==> src/rtl/ppl_pkg.sv <==
// Shared constants and types for the ray-pipeline block-map access path.
package ppl_pkg;

  localparam int BLOCK_ADDR_W = 15;
  localparam int BLOCK_ID_W   = 5;
  localparam int LANE_IDX_W   = 3;

  // One return-tracking slot: marks a read in flight and the lane it belongs to.
  typedef struct packed {
    logic                  vld;
    logic [LANE_IDX_W-1:0] lane;
  } trk_t;

endpackage

==> src/rtl/ppl_rr_arb.sv <==
// LANES-way rotating-priority arbiter: the first requester at or above ptr wins.
module ppl_rr_arb #(
  parameter int LANES = 4,
  parameter int IDX_W = $clog2(LANES)
) (
  input  logic [LANES-1:0] req,
  input  logic [IDX_W-1:0] ptr,
  input  logic             enable,
  output logic [LANES-1:0] gnt,
  output logic [IDX_W-1:0] idx
);

  always_comb begin
    int   j;
    logic found;
    gnt   = '0;
    idx   = '0;
    found = 1'b0;
    j     = 0;
    for (int i = 0; i < LANES; i++) begin
      j = int'(ptr) + i;
      if (j >= LANES) j = j - LANES;
      if (enable && !found && req[j]) begin
        gnt[j] = 1'b1;
        idx    = IDX_W'(j);
        found  = 1'b1;
      end
    end
  end

endmodule

==> src/rtl/ppl_block_arb.sv <==
// Shares the single-port block-map RAM between the pipeline read lanes and the
// world-edit write path; writes win but are spaced out during active display.
module ppl_block_arb
  import ppl_pkg::*;
#(
  parameter int LANES   = 4,
  parameter int ADDR_W  = BLOCK_ADDR_W,
  parameter int ID_W    = BLOCK_ID_W,
  parameter int RAM_LAT = 1,
  parameter int WR_GAP  = 4
) (
  input  logic                    clk,
  input  logic                    rst,
  input  logic                    vs,
  input  logic [LANES-1:0]        rd_req,
  input  logic [LANES*ADDR_W-1:0] rd_addr,
  output logic [LANES-1:0]        rd_gnt,
  output logic [LANES-1:0]        rd_valid,
  output logic [ID_W-1:0]         rd_data,
  input  logic                    wr_req,
  input  logic [ADDR_W-1:0]       wr_addr,
  input  logic [ID_W-1:0]         wr_data,
  output logic                    wr_gnt,
  output logic                    ram_en,
  output logic                    ram_we,
  output logic [ADDR_W-1:0]       ram_addr,
  output logic [ID_W-1:0]         ram_wdata,
  input  logic [ID_W-1:0]         ram_rdata
);

  localparam int IDX_W = $clog2(LANES);
  localparam int GAP_W = (WR_GAP > 1) ? $clog2(WR_GAP) : 1;

  logic [IDX_W-1:0]     rr_ptr_q, rr_ptr_d, arb_idx;
  logic [LANES-1:0]     arb_gnt;
  logic [GAP_W-1:0]     gap_cnt_q, gap_cnt_d;
  logic                 wr_elig, rd_any, rd_win;
  logic [ADDR_W-1:0]    rd_addr_sel;
  trk_t                 trk_in;
  trk_t [RAM_LAT:0]     trk_q;
  logic [LANES-1:0]     ret_onehot;

  logic [LANES-1:0]     rd_valid_q;
  logic [ID_W-1:0]      rd_data_q;
  logic                 ram_en_q, ram_we_q;
  logic [ADDR_W-1:0]    ram_addr_q;
  logic [ID_W-1:0]      ram_wdata_q;

  // Grant stage: writes pre-empt reads unless throttled during active display
  assign rd_any  = |rd_req;
  assign wr_elig = !rst && wr_req && (vs || !rd_any || (gap_cnt_q == '0));
  assign wr_gnt  = wr_elig;

  ppl_rr_arb #(.LANES(LANES), .IDX_W(IDX_W)) u_rr_arb (
    .req    (rd_req),
    .ptr    (rr_ptr_q),
    .enable (!rst && !wr_elig),
    .gnt    (arb_gnt),
    .idx    (arb_idx)
  );

  assign rd_gnt      = arb_gnt;
  assign rd_win      = |arb_gnt;
  assign rd_addr_sel = rd_addr[int'(arb_idx)*ADDR_W +: ADDR_W];

  always_comb begin
    rr_ptr_d  = rr_ptr_q;
    gap_cnt_d = gap_cnt_q;
    if (rd_win) rr_ptr_d = (arb_idx == IDX_W'(LANES-1)) ? '0 : arb_idx + 1'b1;
    if (wr_gnt)                 gap_cnt_d = GAP_W'(WR_GAP-1);
    else if (gap_cnt_q != '0)   gap_cnt_d = gap_cnt_q - 1'b1;
    trk_in.vld  = rd_win;
    trk_in.lane = LANE_IDX_W'(arb_idx);
  end

  always_comb begin
    ret_onehot = '0;
    for (int k = 0; k < LANES; k++)
      ret_onehot[k] = trk_q[RAM_LAT].vld && (trk_q[RAM_LAT].lane == LANE_IDX_W'(k));
  end

  // Issue stage and return pipeline: tracking slot RAM_LAT lines up with ram_rdata
  always_ff @(posedge clk) begin
    if (rst) begin
      rr_ptr_q    <= '0;
      gap_cnt_q   <= '0;
      trk_q       <= '0;
      rd_valid_q  <= '0;
      rd_data_q   <= '0;
      ram_en_q    <= 1'b0;
      ram_we_q    <= 1'b0;
      ram_addr_q  <= '0;
      ram_wdata_q <= '0;
    end else begin
      rr_ptr_q  <= rr_ptr_d;
      gap_cnt_q <= gap_cnt_d;
      trk_q     <= {trk_q[RAM_LAT-1:0], trk_in};
      ram_en_q  <= wr_gnt | rd_win;
      ram_we_q  <= wr_gnt;
      if (wr_gnt) begin
        ram_addr_q  <= wr_addr;
        ram_wdata_q <= wr_data;
      end else if (rd_win) begin
        ram_addr_q  <= rd_addr_sel;
      end
      rd_valid_q <= ret_onehot;
      if (trk_q[RAM_LAT].vld) rd_data_q <= ram_rdata;
    end
  end

  assign rd_valid  = rd_valid_q;
  assign rd_data   = rd_data_q;
  assign ram_en    = ram_en_q;
  assign ram_we    = ram_we_q;
  assign ram_addr  = ram_addr_q;
  assign ram_wdata = ram_wdata_q;

endmodule
==> config.mk <==
export PLATFORM = sky130hd
export DESIGN_NAME = ppl_block_arb
export DESIGN_NICKNAME = d
export VERILOG_FILES = /design/src/rtl/ppl_pkg.sv /design/src/rtl/ppl_rr_arb.sv /design/src/rtl/ppl_block_arb.sv
export SDC_FILE = /design/constraint.sdc
export NUM_CORES = 1
export LEC_CHECK = 0
export CORE_AREA = 3 3 88 90
export CTS_CLUSTER_DIAMETER = 80
export DETAILED_ROUTE_END_ITERATION = 6
export DIE_AREA = 0 0 91 93
export PLACE_DENSITY = 0.76
export SLEW_MARGIN = 20
export SYNTH_ARGS = -nofsm -noshare
export SYNTH_HDL_FRONTEND = slang
export SYNTH_HIERARCHICAL = 1
export SYNTH_SLANG_ARGS = --single-unit
==> constraint.sdc <==
create_clock -name clk -period 3.55 [get_ports clk]
set_clock_uncertainty 0.2 [all_clocks]
set_input_delay 0.355 -clock clk [delete_from_list [all_inputs] [get_ports clk]]
set_output_delay 0.355 -clock clk [all_outputs]
set_load 0.02 [all_outputs]
# ---- Word level (Yosys, flattened, before mapping)
# Index checks and enable logic that the tools add are counted.
dict set report totals {
  ff_bits 43
  inputBits 93
  output_inout_bits 36
  elab_cells 117
}
dict set report op_classes {
  n_addsub 9
  n_eq_ne 4
  reduce_logical 33
  n_shift 1
  mul 1
  order_cmp 12
  muxes 40
  bitwise_logic 4
}
# operator count
set ops {}
lappend ops {{$ge A32 B1 Y1 const B} 4}
lappend ops {{$lt A32 B4 Y1 const B} 4}
lappend ops {{$mux W32} 4}
lappend ops {{$ge A32 B4 Y1 const B} 3}
lappend ops {{$sub A32 B4 Y32 const B} 3}
lappend ops {{$shiftx A60 B7 Y15} 1}
lappend ops {{$mux W15} 2}
lappend ops {{$logic_and A1 B1 Y1} 18}
lappend ops {{$mux W4} 4}
lappend ops {{$mux W1} 15}
lappend ops {{$mux W2} 7}
lappend ops {{$or A4 B4 Y4} 3}
lappend ops {{$bmux W1 S2} 4}
lappend ops {{$demux W1 S2} 4}
lappend ops {{$reduce_or A4 Y1} 2}
lappend ops {{$add A2 B2 Y3 const B} 2}
lappend ops {{$eq A3 B2 Y1 const B} 2}
lappend ops {{$logic_not A1 Y1} 6}
lappend ops {{$mul A2 B4 Y6 const B} 1}
lappend ops {{$reduce_bool A2 Y1} 3}
lappend ops {{$sub A2 B3 Y4 const B} 1}
lappend ops {{$add A2 B1 Y3 const B} 1}
lappend ops {{$eq A3 B1 Y1 const B} 1}
lappend ops {{$ge A2 B3 Y1 const B} 1}
lappend ops {{7 further kinds} 8}

# ---- Depth between registers and ports, before layout
dict set report depth {
  word_depth 25
  mapped_depth 15
  mapped_depth_nobuf 12
}

# ---- By module
# Netlist, hierarchy kept.
# module area_each_um2 cells_per_inst n_inst seq_area_each_um2
set by_module_without_submodules {}
lappend by_module_without_submodules {ppl_block_arb 2109.5 193 1 820.8}
lappend by_module_without_submodules {ppl_rr_arb 481.7 58 1 0.0}

# ---- Least setup slack after synthesis
# Ideal clock, no wire load.
dict set report synth_path {
  kind {flip-flop to flip-flop}
  startpoint {register gap_cnt_q[0]}
  endpoint {register ram_addr_q[2] (netlist: ram_addr[2])}
  setup_slack_ps -354
  synth_period_minus_slack_ps 3904
  t_arrival_ps 3615
  path_stages_with_launch 16
  setup_time_ps 89
  path_buffers 3
  required_ps 3261
  path_cell_list {dfxtp_1 -> inv_1 -> ha_1 -> nor2_1 -> clkbuf_1 -> nand2_1 -> a21oi_1 -> inv_1 -> or3_4 -> a2111oi_4 -> a221o_1 -> or4_1 -> clkbuf_1 -> clkbuf_1 -> nand2_1 -> a311oi_2}
}
dict set report synth_via {
  elab_cells_between_ends 35
  classes_between {1 x mul; 1 x shift; 13 x mux; 3 x bitwise; 17 x reduce/logical}
}
# item line_no
set synth_rtl {}
lappend synth_rtl {{start, declared} ppl_block_arb.sv:36} ;# logic [GAP_W-1:0] gap_cnt_q, gap_cnt_d;
lappend synth_rtl {{start signal, assigned} ppl_block_arb.sv:96} ;# gap_cnt_q <= gap_cnt_d;
lappend synth_rtl {{$logic_not A2 Y1 (*)} ppl_block_arb.sv:51} ;# assign wr_elig = !rst && wr_req && (vs || !rd_any || (gap_cnt_q == '0));
lappend synth_rtl {{$logic_or A1 B1 Y1 (*)} ppl_block_arb.sv:51}
lappend synth_rtl {{$logic_and A1 B1 Y1 (*)} ppl_block_arb.sv:51}
lappend synth_rtl {{$logic_not A1 Y1 (*)} ppl_block_arb.sv:57} ;# .enable (!rst && !wr_elig),
lappend synth_rtl {{$logic_and A1 B1 Y1 (*)} ppl_block_arb.sv:57}
lappend synth_rtl {{$logic_and A1 B1 Y1} ppl_rr_arb.sv:23} ;# if (enable && !found && req[j]) begin
lappend synth_rtl {{$mux W1} ppl_rr_arb.sv:23}
lappend synth_rtl {{$logic_not A1 Y1} ppl_rr_arb.sv:23}
lappend synth_rtl {{[4 not listed]} --}
lappend synth_rtl {{$logic_and A1 B1 Y1 (2 in a row)} ppl_rr_arb.sv:23}
lappend synth_rtl {{$mux W1} ppl_rr_arb.sv:23}
lappend synth_rtl {{$logic_not A1 Y1} ppl_rr_arb.sv:23}
lappend synth_rtl {{$logic_and A1 B1 Y1 (2 in a row)} ppl_rr_arb.sv:23}
lappend synth_rtl {{$mux W4 (*)} ppl_rr_arb.sv:23}
lappend synth_rtl {{via rd_gnt[0]} ppl_block_arb.sv:17} ;# output logic [LANES-1:0] rd_gnt,
lappend synth_rtl {{$reduce_or A4 Y1 (*)} ppl_block_arb.sv:63} ;# assign rd_win = |arb_gnt;
lappend synth_rtl {{$reduce_bool A2 Y1 (no source line) (*)} --}
lappend synth_rtl {{end signal, assigned} ppl_block_arb.sv:101} ;# ram_addr_q <= wr_addr;
lappend synth_rtl {{end signal, assigned} ppl_block_arb.sv:104} ;# ram_addr_q <= rd_addr_sel;
lappend synth_rtl {{end, declared} ppl_block_arb.sv:46} ;# logic [ADDR_W-1:0] ram_addr_q;
# The timed path passes the listed nets; every way through them passes the cells marked *. The select of a mux whose other input is x is not followed.
# A chain may end at the register's enable or synchronous reset.

# ---- Worst setup path in the final report
dict set report layout_path {
  startpoint {input port rd_req[1]}
  endpoint {register ram_addr_q[9] (netlist: ram_addr[9])}
}
dict set report layout_via {
  elab_chain_cells 25
  elab_cells_between_ends 49
  classes_between {1 x mul; 1 x shift; 25 x mux; 3 x bitwise; 19 x reduce/logical}
}
# item line_no
set layout_lines {}
lappend layout_lines {{start, declared} ppl_block_arb.sv:15} ;# input logic [LANES-1:0] rd_req,
lappend layout_lines {{$reduce_or A4 Y1} ppl_block_arb.sv:50} ;# assign rd_any = |rd_req;
lappend layout_lines {{$logic_not A1 Y1} ppl_block_arb.sv:51}
lappend layout_lines {{$logic_or A1 B1 Y1 (2 in a row)} ppl_block_arb.sv:51}
lappend layout_lines {{$logic_and A1 B1 Y1} ppl_block_arb.sv:51}
lappend layout_lines {{$logic_not A1 Y1} ppl_block_arb.sv:57}
lappend layout_lines {{$logic_and A1 B1 Y1} ppl_block_arb.sv:57}
lappend layout_lines {{$logic_and A1 B1 Y1} ppl_rr_arb.sv:23}
lappend layout_lines {{$mux W1} ppl_rr_arb.sv:23}
lappend layout_lines {{[7 not listed]} --}
lappend layout_lines {{$mux W1} ppl_rr_arb.sv:23}
lappend layout_lines {{$logic_not A1 Y1} ppl_rr_arb.sv:23}
lappend layout_lines {{$logic_and A1 B1 Y1 (2 in a row)} ppl_rr_arb.sv:23}
lappend layout_lines {{$mux W2} ppl_rr_arb.sv:23}
lappend layout_lines {{$mul A2 B4 Y6} ppl_block_arb.sv:64} ;# assign rd_addr_sel = rd_addr[int'(arb_idx)*ADDR_W +: ADDR_W];
lappend layout_lines {{$shiftx A60 B7 Y15} ppl_block_arb.sv:64}
lappend layout_lines {{$mux W15} ppl_block_arb.sv:103} ;# end else if (rd_win) begin
lappend layout_lines {{$mux W15} ppl_block_arb.sv:100} ;# if (wr_gnt) begin
# Several ways; a longest one is shown, not always the timed one. The select of a mux whose other input is x is not followed.

==> summary.md <==
| Metric | Value |
|---|---|
| Number of global-route vias before repair | 2458 |
| Status | finished, final reports clean |
| Fraction of layout cells with a size suffix above 1 | 21.0% |
| Area leader, netlist | dfxtp_1 |
| Full die area | between 0.008 and 0.009 mm^2 |
| Area grow syn2layout | 60.8% |
| Final Critical Period | 3.33 ns |
| Seq/Total Area, Yosys | 31.7% |
| Syn Inst Count | 251 |
| Final Cycle Share | between 90% and 100% |
| Total CTS buffers | 5 |
| WP data required | 3.50 ns |
| Clock latency on the worst-skew pair | 0.29 ns |
| Most frequent cell after synthesis | nand2_1 |
| Clock Path Buffers | 2 |
| Cell Pwr Density | around 600 mW/mm^2 |
| Worst VDD drop | around 0.24 mV |
| NumNets Final | 486 |
| Mean Syn Cell Area | 10.3 um^2 |
| Hold/Removal Path Class | register to register |
| HPWL Detailed | around 6000 um |
| Vias per cell | 5.15 |
| WP data arrival | 3.28 ns |
| Setup crit end kind | register |
| Vias | 2495 |
| MaxCap Viol Count | 0 |
| Clock sink count | between 40 and 50 |
| Placed Area | between 0.004 and 0.005 mm^2 |
| Crit-path cells | clkdlybuf4s50_1, or4_4, nand2_1, a21oi_1, inv_1, or3_4, a2111oi_4, a221o_1, buf_4, or4_1, buf_4, nand2_1, a311oi_2 |
| Slowest cell delay on critical path | 0.54 ns |
| Final setup vio count | 0 |
| GR Overflow Total | 0 |
| Largest net degree at the start of global routing | 42 |
| Detail Route Antenna Nets | 0 |
| DRT Pass-1 Iters | 4 |
| Global-route wire length before repair | 11900 um |
| Synthesized flop and latch total | just over 40 |
| DRT iter0 DRCs | approximately 70 |
| Hold buffers post-CTS | 0 |
| Share of flip-flops with an asynchronous set or reset | 0% |
| RSZ-0062 raised after global routing | no |
| Final WL | 7730 um |
| Critical path fanouts, max | 16 |
| Number of synthesized flops with an enable pin | 0 |
| Root Buffer | clkbuf_8 |
| Row count | 31 |
| Port buffer count | 128 |
| WL/cell | 16.0 um |
| Main area contributors after synthesis | dfxtp_1 32%, mux4_2 16%, a311oi_2 8.7%, nand2_1 6.1%, a211oi_1 4.9% |
| Die Y | 93 um |
| Core area | 0.00714 mm^2 |
| Residual DRC count | 0 |
| Mapped Area | around 0.0026 mm^2 |
| Syn. warnings | 6 |
| Hold Fails Final Rpt | 0 |
| Reg2Reg Setup Slack | 0.23 ns |
| Total GRT Usage | roughly 17% |
| Distinct cells, synth | 38 |
| Rel. slew slack | a little under 70% |
| Top FF cell, synth | dfxtp_1 |
| Power, Total | approximately 2.5 mW |
| H-tree Lvls | 2 |
| RePlAce Congestion | 0.897 |
| Critical Path Slowest Stage Cell | or4_4 |
| Filler cells | 650 |
| TritonCTS clock tree | yes |
| PnR worst setup slack | 0.218 ns |
| I/O pins | 129 |
| Final instance area | 0.00417 mm^2 |
| Peak Freq | ~300 MHz |
| Clock transition at path regs | 0.08 ns |
| Starting Density | around 36% |
| Mapped Nets | 353 |
| Initial antenna violation count | 0 |
| Hold Path Cell Cnt | 1 |
| R2R cell count | 11 |
| Worst-Margin Slew | between 0.4 and 0.5 ns |
| Most frequent cells after synthesis | 42 x nand2_1, 41 x dfxtp_1, 18 x mux4_2 |
| # diodes | 0 |
| Crit Path Category | input port to register |
| Max-slew violation count | 0 |
| CP Launch Type | input port |
| Post-synth top area share | 31.7% |
| Placement Setup Slack | -0.0179 ns |
| Leakage power | around 1.5 nW |
| Floorplan die width | 91 um |
## layout by cell type, fill, tap and decap left out, types with 2 or more instances in the layout
cell type	netlist	routed
mux2i_1	7	7
a211oi_1	17	17
a311oi_2	15	15
ha_1	9	9
o21ai_0	5	5
nor2b_1	14	14
mux2_2	5	5
mux4_2	18	18
a21oi_1	9	8
clkbuf_8	0	5
nor2_1	9	8
nand2_1	42	42
buf_4	1	20
clkbuf_2	0	4
buf_12	0	3
inv_1	8	8
o211ai_1	2	2
nor4bb_1	2	2
nand3b_1	4	4
dfxtp_1	41	41
a221o_1	4	4
clkdlybuf4s50_1	0	123
## registers in the layout (all words and copies together), names as in the netlist
name	cells
ram_wdata	5
gap_cnt_q	2
ram_we	1
ram_addr	15
rd_valid	4
rd_data	5
trk_q	6
rr_ptr_q	2
ram_en	1
## power breakdown
part	switching [mW]	total, mW	internal [mW]
sequential	0.0590	0.634	0.575
clock	0.165	0.375	0.210
combinational	0.754	1.49	0.738
total	0.978	2.50	1.52
## layout make-up
type	instances	area, um^2	area share [%]
clock buffers	5	68.8	1.65
inverters	8	30.0	0.721
well taps	99	124	2.97
clock inverters	3	46.3	1.11
multi-input cells	177	1610	38.6
repair buffers	151	1470	35.2
flip-flops and latches	41	821	19.7
## repair_timing
| action | 4_1_cts | 5_1_grt |
|---|---|---|
| resized for setup | 4 | 8 |
| pin swaps | 0 | 0 |
| setup endpoints to repair | 4 | 4 |
| buffers inserted | 0 | 1 |
## worst max-delay path: cells and delay by family
kind | cells | cell delay (ns)
AOI/OAI and AO/OA | 4 | 0.58
buffers and inverters | 4 | 0.94
and+or+nand+nor | 5 | 1.40
## per-stage QoR
| step | cells | TNS, ns | hold slack (ns) | utilization, % |
|---|---|---|---|---|
| global placement | 475 | 0 | 0.219 | 56.9 |
| floorplan | 251 | 0 | 0.214 | - |
| detailed placement | 475 | -0.0491 | 0.222 | 56.9 |
| finish | 484 | 0 | 0.239 | 58.4 |
| global route | 484 | 0 | 0.256 | 58.4 |
| CTS | 483 | 0 | 0.242 | 58.5 |
## worst paths after layout
path	start	to
setup / recovery	rd_req[1]	ram_addr[9]
hold / removal	trk_q[1]	trk_q[5]
setup reg to reg	rr_ptr_q[1]	ram_addr[9]
hold reg to reg	trk_q[1]	trk_q[5]
## kinds of logic (layout without fill, tap and decap cells)
group / after synthesis / in the layout / share of synthesized area (%)
muxes: 30 / 30 / 20.5
xor gates and xnor gates: 1 / 1 / 0.338
DFF: 41 / 41 / 31.7
adders and majority gates: 9 / 9 / 4.35
and+or+nand+nor: 81 / 81 / 16.1
AOI/OAI and AO/OA: 56 / 56 / 20.4
buffers and inverters: 33 / 167 / 6.66
## per-layer routing
metal,wire length (um),GRT usage [%]
met4,257,7.79
met3,489,3.94
met5,0,0
met1,3300,21.7
met2,3690,28.6
(Power assumes the default switching activity.)
